[src/rtl/reg_file_sb.sv]
// Integer register file for the ID stage: two combinational read ports with
// write bypass, optional hardwired zero register, pending-write scoreboard and post-reset clear.
module reg_file_sb #(
  parameter int DATA_W   = 32,
  parameter int ADDR_W   = 5,
  parameter bit ZERO_REG = 1'b1
) (
  input  logic              clk,
  input  logic              rst,
  input  logic [ADDR_W-1:0] addr1,
  input  logic [ADDR_W-1:0] addr2,
  output logic [DATA_W-1:0] data1,
  output logic [DATA_W-1:0] data2,
  output logic              busy1,
  output logic              busy2,
  input  logic              we,
  input  logic [ADDR_W-1:0] waddr,
  input  logic [DATA_W-1:0] wd,
  input  logic              iss,
  input  logic [ADDR_W-1:0] iss_addr,
  output logic              ready
);

  localparam int NREGS = 2**ADDR_W;
  localparam logic [ADDR_W-1:0] LAST_IDX = ADDR_W'(NREGS - 1);

  typedef enum logic {ST_CLEAR = 1'b0, ST_RUN = 1'b1} state_e;

  state_e            state_q, state_d;
  logic [ADDR_W-1:0] clr_idx_q, clr_idx_d;
  logic [NREGS-1:0]  busy_q, busy_d;
  logic [DATA_W-1:0] mem_q [NREGS];

  logic              mem_we;
  logic [ADDR_W-1:0] mem_waddr;
  logic [DATA_W-1:0] mem_wdata;
  logic              wr_zero;

  always_ff @(posedge clk or negedge rst) begin
    if (!rst) begin
      state_q   <= ST_CLEAR;
      clr_idx_q <= '0;
      busy_q    <= '0;
    end else begin
      state_q   <= state_d;
      clr_idx_q <= clr_idx_d;
      busy_q    <= busy_d;
    end
  end

  // Array has no reset; only the clear sequencer defines its contents.
  always_ff @(posedge clk) begin
    if (mem_we) begin
      mem_q[mem_waddr] <= mem_wdata;
    end
  end

  always_comb begin
    state_d   = state_q;
    clr_idx_d = clr_idx_q;
    busy_d    = busy_q;
    mem_we    = 1'b0;
    mem_waddr = waddr;
    mem_wdata = wd;
    wr_zero   = ZERO_REG && (waddr == '0);
    ready     = 1'b0;
    case (state_q)
      ST_CLEAR: begin
        mem_we    = 1'b1;
        mem_waddr = clr_idx_q;
        mem_wdata = '0;
        clr_idx_d = clr_idx_q + 1'b1;
        if (clr_idx_q == LAST_IDX) begin
          state_d   = ST_RUN;
          clr_idx_d = '0;
        end
      end
      default: begin
        ready  = 1'b1;
        mem_we = we && !wr_zero;
        // Clear first so a same-index issue overrides it: the new producer wins.
        if (we) busy_d[waddr] = 1'b0;
        if (iss) busy_d[iss_addr] = 1'b1;
        if (ZERO_REG) busy_d[0] = 1'b0;
      end
    endcase
  end

  always_comb begin
    data1 = '0;
    data2 = '0;
    busy1 = 1'b0;
    busy2 = 1'b0;
    if (state_q == ST_RUN) begin
      data1 = (we && waddr == addr1) ? wd : mem_q[addr1];
      data2 = (we && waddr == addr2) ? wd : mem_q[addr2];
      if (ZERO_REG && addr1 == '0) data1 = '0;
      if (ZERO_REG && addr2 == '0) data2 = '0;
      busy1 = busy_q[addr1];
      busy2 = busy_q[addr2];
      // A writeback retires the hazard combinationally unless re-issued this cycle.
      if (we && waddr == addr1 && !(iss && iss_addr == addr1)) busy1 = 1'b0;
      if (we && waddr == addr2 && !(iss && iss_addr == addr2)) busy2 = 1'b0;
    end
  end

endmodule

[config.mk]
export PLATFORM = sky130hd
export DESIGN_NAME = reg_file_sb
export DESIGN_NICKNAME = d
export VERILOG_FILES = /design/src/rtl/reg_file_sb.sv
export SDC_FILE = /design/constraint.sdc
export NUM_CORES = 1
export LEC_CHECK = 0
export CELL_PAD_IN_SITES_DETAIL_PLACEMENT = 0
export CELL_PAD_IN_SITES_GLOBAL_PLACEMENT = 2
export CORE_ASPECT_RATIO = 1.1
export CORE_MARGIN = 3
export CORE_UTILIZATION = 48
export DETAILED_ROUTE_END_ITERATION = 12
export PLACE_DENSITY = 0.84
export REMOVE_ABC_BUFFERS = 1
export SYNTH_ARGS = -nofsm -noshare
export SYNTH_HDL_FRONTEND = slang
export SYNTH_SLANG_ARGS = --single-unit
[constraint.sdc]
create_clock -name clk -period 4.5 [get_ports clk]
set_clock_uncertainty 0.05 [all_clocks]
set_input_delay 1.35 -clock clk [delete_from_list [all_inputs] [get_ports clk]]
set_output_delay 1.35 -clock clk [all_outputs]
set_load 0.02 [all_outputs]
==> results of run 1 <==
## placed cells by master (no fill, tap or decap), types with 36 or more instances in the layout
| master | netlist | layout |
|---|---|---|
| a21oi_1 | 49 | 36 |
| a221o_1 | 46 | 46 |
| and2_1 | 45 | 41 |
| buf_12 | 8 | 145 |
| buf_4 | 29 | 409 |
| buf_6 | 25 | 130 |
| clkbuf_16 | 0 | 114 |
| clkdlybuf4s50_1 | 0 | 40 |
| dfrtp_1 | 37 | 36 |
| edfxtp_1 | 1024 | 1024 |
| mux2_1 | 77 | 67 |
| mux2i_1 | 256 | 228 |
| mux4_2 | 385 | 387 |
| nand2_1 | 43 | 42 |
| nor2_1 | 111 | 60 |
| nor2_4 | 0 | 41 |
| o21ai_0 | 80 | 76 |
| o22ai_1 | 88 | 43 |
## report_power, final
part / switching [W] / internal (W) / leakage, nW
Clock: 0.00393 / 0.00527 / 1.74
Sequential: 0.0000311 / 0.0109 / 9.71
Combinational: 0.00172 / 0.00152 / 11.5
## cells by family after synthesis
logic type	Yosys count
adders and majority gates	2
DFF	1061
xor gates and xnor gates	20
muxes	730
AOI/OAI and AO/OA	497
buffers and inverters	247
and+or+nand+nor	400
## metal layers
metal / global-route usage / vias up
li1: - / 13838
met1: 0.432 / 18246
met2: 0.524 / 2758
met3: 0.0768 / 616
met4: 0.155 / 10
met5: 0 / -
## cells in the mapped netlist, drive strengths merged (15+ instances only)
| cell | instances |
|---|---|
| edfxtp | 1024 |
| a211oi | 41 |
| clkbuf | 95 |
| a211o | 18 |
| nor4 | 20 |
| a21oi | 49 |
| dfrtp | 37 |
| nor2b | 37 |
| nor3 | 75 |
| o21ai | 98 |
| nor3b | 15 |
| mux4 | 387 |
| a221oi | 55 |
| buf | 146 |
| and2 | 45 |
| a221o | 46 |
| mux2 | 87 |
| o22ai | 88 |
| a22oi | 29 |
| nor2 | 111 |
| nand2 | 43 |
| mux2i | 256 |
## cell type report
cell class / count / area (um^2) / area share
Inverter: 6 / 22.5 / 0.000337
Sequential cell: 1061 / 31700 / 0.474
Multi-Input combinational cell: 1649 / 20600 / 0.308
Antenna cell: 2 / 5.00 / 0.0000749
Tap cell: 1397 / 1750 / 0.0261
Timing Repair Buffer: 795 / 9250 / 0.138
Clock inverter: 72 / 811 / 0.0121
Clock buffer: 127 / 2770 / 0.0415
## worst max-delay path by stage
stage	startpoint	to	slack [ps]	depth (start not counted)
6_report	addr1[0]	data1[27]	-360	14
5_1_grt	addr2[0]	data2[4]	-450	11
3_3_place_gp	addr1[3]	data1[26]	-1170	9
3_5_place_dp	addr1[3]	data1[26]	-1090	9
4_1_cts	addr1[0]	data1[10]	-360	14
2_1_floorplan	addr2[2]	data2[16]	-520	5
## worst register-to-register path: stages, from the launching register on
cell and delay, ps:
dfrtp_4 590, buf_4 520, nand4b_1 260, o31a_1 430
nor2_4 370, buf_4 500
## state kept, by name, indices dropped and copies added, names as in the netlist
register / flops
mem_q: 1024
busy_q: 31
clr_idx_q: 5
state_q: 1
## metrics by stage
step / instance area (um^2) / TNS, ps / utilization
after floorplan: 49900 / -11830 / -
after global placement: 58400 / -55800 / 0.550
after detailed placement: 58400 / -55890 / 0.550
after CTS: 65300 / -15100 / 0.615
after global routing: 66800 / -19150 / 0.630
final: 66800 / -16460 / 0.630
## repair_timing
item | 4_1_cts | 5_1_grt
pin swaps | 117 | 130
endpoints found under the setup margin | 66 | 66
gates cloned | 17 | 4
hold endpoints to repair | 0 | 0
hold buffers | 0 | 0
resized for setup | 697 | 241
setup buffers | 125 | 75
==> impl_metrics.env, run 1 <==
export IMPL_critPathSlowestCell="a221o_1"
export IMPL_avgSynthCellArea_um2=17.4
export IMPL_synthAdderAreaFrac=0.000486
export IMPL_synth_xor_xnor_area_share=0.00341
export IMPL_nets=3678
export IMPL_whs_endpoint="clr_idx_q[3]"
export IMPL_critical_path_max_fanout=7
export IMPL_hold_viol=0
export IMPL_synth_seq_area_share=0.616
export IMPL_synth_compound_area_frac=0.0715
export IMPL_end_kind="output port"
export IMPL_die_w_um=318
export IMPL_ioPinCount=123
export IMPL_synth_edf_count=1024
export IMPL_min_delay_path_depth=1
export IMPL_crit_chain="buf_16 -> buf_16 -> buf_6 -> xnor2_2 -> nand4_1 -> buf_6 -> buf_6 -> o211ai_4 -> buf_12 -> buf_12 -> buf_8 -> nor3_4 -> a221o_1 -> buf_6"
export IMPL_area_growth_pct=30.0
export IMPL_synthTopCellsByArea="edfxtp_1 (60%), mux4_2 (17%), mux2i_1 (5.0%)"
export IMPL_whs_ps=480
export IMPL_ys_ff_latch=1061
export IMPL_worstSetupStartpointType="input pin"
export IMPL_clk_path_buf_depth=3
export IMPL_yosys_warnings=0
export IMPL_routed_top_layer="met5"
export IMPL_outcome="finished, violations left"
export IMPL_reg2reg_to="mem_q[9][19]"
export IMPL_tightestPinTransition_ps=1190
export IMPL_synth_flop_cell="edfxtp_1"
export IMPL_grt_usage=0.329
export IMPL_path_clk_slew_ps=60
export IMPL_synth_top_cell_area_share=0.598
export IMPL_cp_common_cell="buf_6"
export IMPL_leakagePower_nw=23.0
export IMPL_start_util=0.485
export IMPL_power_density_nw_per_um2=350
export IMPL_cts_num_sinks=1061
export IMPL_hp_start="clr_idx_q[3]"
export IMPL_drive_gt1_frac=0.446
export IMPL_dp_cells=4725
export IMPL_slew_limit_headroom=0.209
export IMPL_critPathMaxStageDelay_ps=300
export IMPL_dr_pass1_iters=5
export IMPL_routed_via_density=6.94
export IMPL_path_class="in2out"
export IMPL_antenna_found_initial=5
export IMPL_rsz0062_at_grt="yes"
export IMPL_yosysTopAreaCell="edfxtp_1"
export IMPL_synth_cell_type_count=71
export IMPL_die_height_um=349
export IMPL_worstPathRequired_ps=3100
export IMPL_violations="negative setup slack"
export IMPL_htreeDepth=3
export IMPL_synth_top_family_by_area="multiplexers"
export IMPL_slew_viol_final=0
export IMPL_core_rowCount=125
export IMPL_regToRegStartpoint="state_q"
export IMPL_path_delay_family="buffers and inverters"
export IMPL_cts_root_buf="clkbuf_16"
export IMPL_fin_crit_ps=4860
export IMPL_min_period_over_period=1.08
export IMPL_routed_via_count=35468
export IMPL_globalRouteOverflowTotal=0
export IMPL_wl_met3_um=24100
export IMPL_arrival_ps=3460
export IMPL_crit_buf_inv=9
export IMPL_place_ws_ps=-1090
export IMPL_drt_met1_wl_um=64400
export IMPL_yosys_mux_area_fraction=0.238
export IMPL_grt_max_degree=38
export IMPL_r2r_slack_ps=1380
export IMPL_antenna_left=0
export IMPL_fillers=7291
export IMPL_ir_worst_vdd_mv=0.333
export IMPL_syn_area_um2=51400
export IMPL_grt_pass1_wl_um=261000
export IMPL_grt_pass1_vias=36231
export IMPL_hold_class="reg2reg"
export IMPL_max_clock_freq_mhz=206
export IMPL_portBuffers=122
export IMPL_synth_async_reset_ratio=0.0349
export IMPL_dieArea_um2=111000
export IMPL_gp_congestion=0.883
export IMPL_drt_iter0_markers=4804
export IMPL_fin_cells=5109
export IMPL_netlist_instances=2957
export IMPL_p_total_w=0.0234
export IMPL_cts_tree="built"
export IMPL_met2_length_um=86900
export IMPL_finalSetupViolations=66
export IMPL_drc=0
export IMPL_drt_wl_total_um=187000
export IMPL_cap_viol_max_count=0
export IMPL_post_drt_wl_per_cell_um=36.5
export IMPL_clock_latency_ps=700
export IMPL_postLayoutSetupSlackWorst_ps=-359
export IMPL_r2r_cells=5
export IMPL_cts_buffers=107
export IMPL_core_area_um2=106000
export IMPL_synth_simple_area_share=0.0403
export IMPL_hpwlAfterDp_um=111000
Power figures use the tool's default switching activity.
==> inputs of run 2 (changes only) <==
Settings changed: CORE_UTILIZATION 48 to 49, DONT_BUFFER_PORTS set to 1, REMOVE_ABC_BUFFERS 1 to not set.
==> run 2 against run 1 <==
  * The flow still finishes with violations (negative setup slack)
  * Flip-flop and latch count unchanged
  * Critical path depth decreased by 8
  * Register-to-register slack got worse by 450 ps
  * Final area decreased by 12%
  * Core utilization decreased by 6.5 points
  * Wire length decreased by 12%
  * Power decreased by 5.9%
==> impl_metrics.env, run 2 (synthesized netlist as in run 1, its figures left out) <==
export IMPL_outcome="finished, violations left"
export IMPL_violations="negative setup slack"
export IMPL_fin_crit_ps=5280
export IMPL_postLayoutSetupSlackWorst_ps=-779
export IMPL_gp_congestion=0.846
export IMPL_fin_area_um2=58900
export IMPL_critical_path_max_fanout=326
export IMPL_largest_reg_flops=1024
export IMPL_worstPathRequired_ps=3100
export IMPL_routed_via_count=31841
export IMPL_cts_root_buf="clkbuf_16"
export IMPL_worstSetupStartpointType="input pin"
export IMPL_die_height_um=346
export IMPL_reg_top3="mem_q (1024), busy_q (31), clr_idx_q (5)"
export IMPL_grt_pass1_wl_um=236000
export IMPL_die_w_um=315
export IMPL_cts_buffers=107
export IMPL_ir_worst_vdd_mv=0.376
export IMPL_place_area_um2=54500
export IMPL_layout_commonest_cell="edfxtp_1"
export IMPL_post_drt_wl_per_cell_um=36.4
export IMPL_power_density_nw_per_um2=373
export IMPL_hold_class="in2async"
export IMPL_portBuffers=0
export IMPL_htreeDepth=3
export IMPL_start_util=0.494
export IMPL_drt_wl_total_um=165000
export IMPL_min_period_over_period=1.17
export IMPL_nets=3109
export IMPL_grt_usage=0.302
export IMPL_cap_viol_max_count=0
export IMPL_rsz0062_at_grt="yes"
export IMPL_top_register="mem_q"
export IMPL_drive_gt1_frac=0.311
export IMPL_ioPinCount=123
export IMPL_grt_max_degree=355
export IMPL_dieArea_um2=109000
export IMPL_hpwlAfterDp_um=91600
export IMPL_dr_pass1_iters=5
export IMPL_drt_iter0_markers=3871
export IMPL_antenna_found_initial=3
export IMPL_path_class="in2out"
export IMPL_end_kind="output port"
export IMPL_cts_num_sinks=1061
export IMPL_path_clk_slew_ps=60
export IMPL_syn_nets=3015
export IMPL_cts_tree="built"
export IMPL_area_growth_pct=14.4
export IMPL_globalRouteOverflowTotal=0
export IMPL_tightestPinTransition_ps=1300
export IMPL_routed_via_density=7.03
export IMPL_slew_viol_final=0
export IMPL_clock_latency_ps=670
export IMPL_fin_cells=4528
export IMPL_core_rowCount=124
export IMPL_antenna_left=0
export IMPL_core_area_um2=104000
export IMPL_slew_limit_headroom=0.133
export IMPL_cts_hold_buffers=0
export IMPL_dp_cells=4331
export IMPL_hold_viol=0
export IMPL_leakagePower_nw=19.2
export IMPL_clk_path_buf_depth=3
export IMPL_finalSetupViolations=63
export IMPL_whs_ps=314
export IMPL_crit_path_start="addr1[0]"
export IMPL_drc=0
export IMPL_most_common_layout_cells="edfxtp_1 (1024), mux4_2 (386), mux2i_1 (246)"
export IMPL_arrival_ps=3880
export IMPL_regToRegStartpoint="state_q"
export IMPL_grt_pass1_vias=32838
export IMPL_max_clock_freq_mhz=189
==> run 2: cell types whose count changed in the layout (fill, tap and decap cells not counted), moves of 22 or more <==
cell / before / now
buf_12: 145 / 64
clkdlybuf4s50_1: 40 / 0
o22ai_1: 43 / 74
buf_16: 31 / 1
buf_4: 409 / 152
o22ai_2: 34 / 12
buf_6: 130 / 9
==> run 2: final cells by class <==
class                      count  area, um^2
sequential                  1061       31700
timing repair buffer         226        2550
clock inverter                70         767
tap                         1386        1730
inverter                       6        22.5
fill                        7724       45200
antenna                        4        10.0
multi-input combinational   1649       19300
clock buffer                 126        2790
==> run 2: worst paths after layout <==
| path | cells past startpoint | slack [ps] | end |
|---|---|---|---|
| max | 6 | -780 | data1[23] |
| min | 0 | 310 | busy_q[29] |
| max reg2reg | 4 | 930 | mem_q[27][8] |
| min reg2reg | 2 | 490 | busy_q[31] |
| max in group asynchronous | 0 | 3980 | busy_q[23] |
| min in group clk | 2 | 490 | busy_q[31] |
==> run 2: critical path, stage by stage <==
cell,delay [ps]
mux4_2,900
nor2b_1,150
a211oi_1,220
a21oi_1,120
a221o_1,390
buf_12,150
==> run 2: layer usage <==
layer / wire length (um) / track usage
met1: 58600 / 0.385
met2: 79400 / 0.492
met3: 18900 / 0.0729
met4: 8140 / 0.137
met5: 0 / 0
==> run 2: through the flow <==
step | TNS, ps | power, W | util | setup WS (ps)
6_report | -22900 | 0.0220 | 0.565 | -779
5_1_grt | -9970 | 0.0225 | 0.565 | -351
4_1_cts | 0 | 0.0220 | 0.560 | 6.79
3_5_place_dp | -6410 | 0.0130 | 0.523 | -330
3_3_place_gp | -5230 | 0.0129 | 0.523 | -242
2_1_floorplan | 0 | 0.0126 | - | 4.14
==> run 2: power breakdown <==
part / total, W / internal [W] / switching [W]
Sequential: 0.0109 / 0.0109 / 0.0000307
Clock: 0.00910 / 0.00524 / 0.00386
Combinational: 0.00196 / 0.000947 / 0.00101
==> run 2: timing repair <==
action / in CTS / in global routing
gates cloned: 1 / 0
setup buffers: 3 / 0
resized for setup: 29 / 125
pin swaps: 6 / 53
endpoints found under the setup margin: 30 / 61
==> RTL edit: new RTL, flow settings as in run 2 <==
`ZERO_REG`: 1'b1 -> 1'b0.
--- a/src/rtl/reg_file_sb.sv
+++ b/src/rtl/reg_file_sb.sv
@@ -5,3 +5,3 @@
   parameter int ADDR_W   = 5,
-  parameter bit ZERO_REG = 1'b1
+  parameter bit ZERO_REG = 1'b0
 ) (
Behaviour: no difference found for any inputs over 4 cycles, from zero or initial values and one cycle with rst low; that may be too few to reach the edited logic, so the function may still have changed.
==> RTL edit against run 2 <==
Worst setup slack improved by 0.30 ns. Global-route usage down 1.9 points. Critical path depth grew 3. Synthesized cell count fell by 9.0%. The run still ends with negative setup slack left. Power down 2.7%. Final area decreased by 3.3%. Highest routed layer is now met5. Maximum frequency increased by 6.0%. Sequential cell count increased by 1. Routed wire length is 8.0% lower. Synthesized area shrank 2.2%.
==> RTL edit: results (changes against run 2) <==
Placed Area = 53,190 um^2 (-2.4%)
unique cell type count in the Yosys netlist = 58 (-18%)
Post-CTS Setup Bufs = 0 (-3)
first-pass GRT wire length = 217,700 um (-7.6%)
fillcell total = 7,486 (-3.1%)
Post-CTS Resized = 16 (-45%)
cell family with most CP delay = buffers and inverters
pin count of the biggest net entering global routing = 256 (-28%)
status = finished with violations
GP Congestion = 0.8134 (-3.9%)
failing checks = negative setup slack
critical path arrival = 3.58 ns (-0.30 ns)
Non-CTS inverters = 7 (+1)
FF-to-FF End = mem_q[23][1]
GRT Resource Usage Total = 28.35% (-1.9 points)
Signal buffers = 214 (-5.3%)
antenna violations before repair = 4 (+1)
Async SR Flop Fraction = 3.578% (+0.091 points)
CP peak stage delay = 0.38 ns (-0.52 ns)
CP max FO = 187 (-43%)
FF+latch area = 31,700 um^2 (about the same)
# setup viols final = 66 (+4.8%)
Rows = 122 (-1.6%)
Largest regs = mem_q: 1024 flops, busy_q: 32 flops, clr_idx_q: 5 flops
crit path to = data1[10]
share of cells above drive strength 1 = 34.01% (+2.9 points)
clock latency at the later pin of the worst-skew pair = 0.69 ns (+0.02 ns)
Net Count, Synth = 2,749 (-8.8%)
Crit. Startpoint = addr1[2]
post-route worst setup slack = -0.4815 ns (+0.2979 ns)
normalized max-slew margin = 24.94% (+12 points)
Clock buffer cells = 129 (+2.4%)
==> RTL edit: per-stage QoR <==
| step | hold WS (ns) | utilization [%] | instances | setup WS [ns] | total power [mW] |
|---|---|---|---|---|---|
| 6_report | 0.3025 | 56.25 | 4241 | -0.4815 | 21.39 |
| 5_1_grt | 0.2894 | 56.24 | 4237 | -0.3201 | 21.95 |
| 4_1_cts | 0.2718 | 55.94 | 4234 | 0.003253 | 21.42 |
| 3_5_place_dp | 0.4704 | 52.56 | 4042 | -0.1314 | 12.80 |
| 3_3_place_gp | 0.4465 | 52.56 | 4042 | -0.1887 | 12.77 |
| 2_1_floorplan | 0.4318 | - | 2691 | 0.01246 | 12.47 |
==> RTL edit: cells by family after synthesis <==
family	count (synthesis)	share of synthesized area, %
muxes	604	25.14
and+or+nand+nor	341	3.384
buffers and inverters	231	2.411
AOI/OAI and AO/OA	431	5.621
adders and majority gates	2	0.04976
xor gates and xnor gates	20	0.3484
DFF	1062	63.05
==> RTL edit: report_power, final <==
| part | internal [mW] | total (mW) | switching (mW) |
|---|---|---|---|
| sequential | 10.9 | 10.9 | 0.0319 |
| clock | 5.00 | 8.73 | 3.73 |
| combinational | 0.865 | 1.72 | 0.854 |
==> RTL edit: worst reg2reg max path, cell delays in order, from the launching register on <==
cell,delay [ns]
dfrtp_4,0.43
buf_12,0.46
nand4_1,0.52
a21boi_2,0.36
buf_4,0.23
nor2_4,0.50
buf_12,0.35
==> RTL edit: layer usage <==
metal	global-route usage [%]	routed length, um	share of wire, %	vias up
met1	37.82	54410	36	15920
li1	-	-	-	11780
met3	6.345	17120	11	343
met5	0	13	0.0086	-
met4	10.64	5746	3.8	2
met2	46.15	74450	49	2010
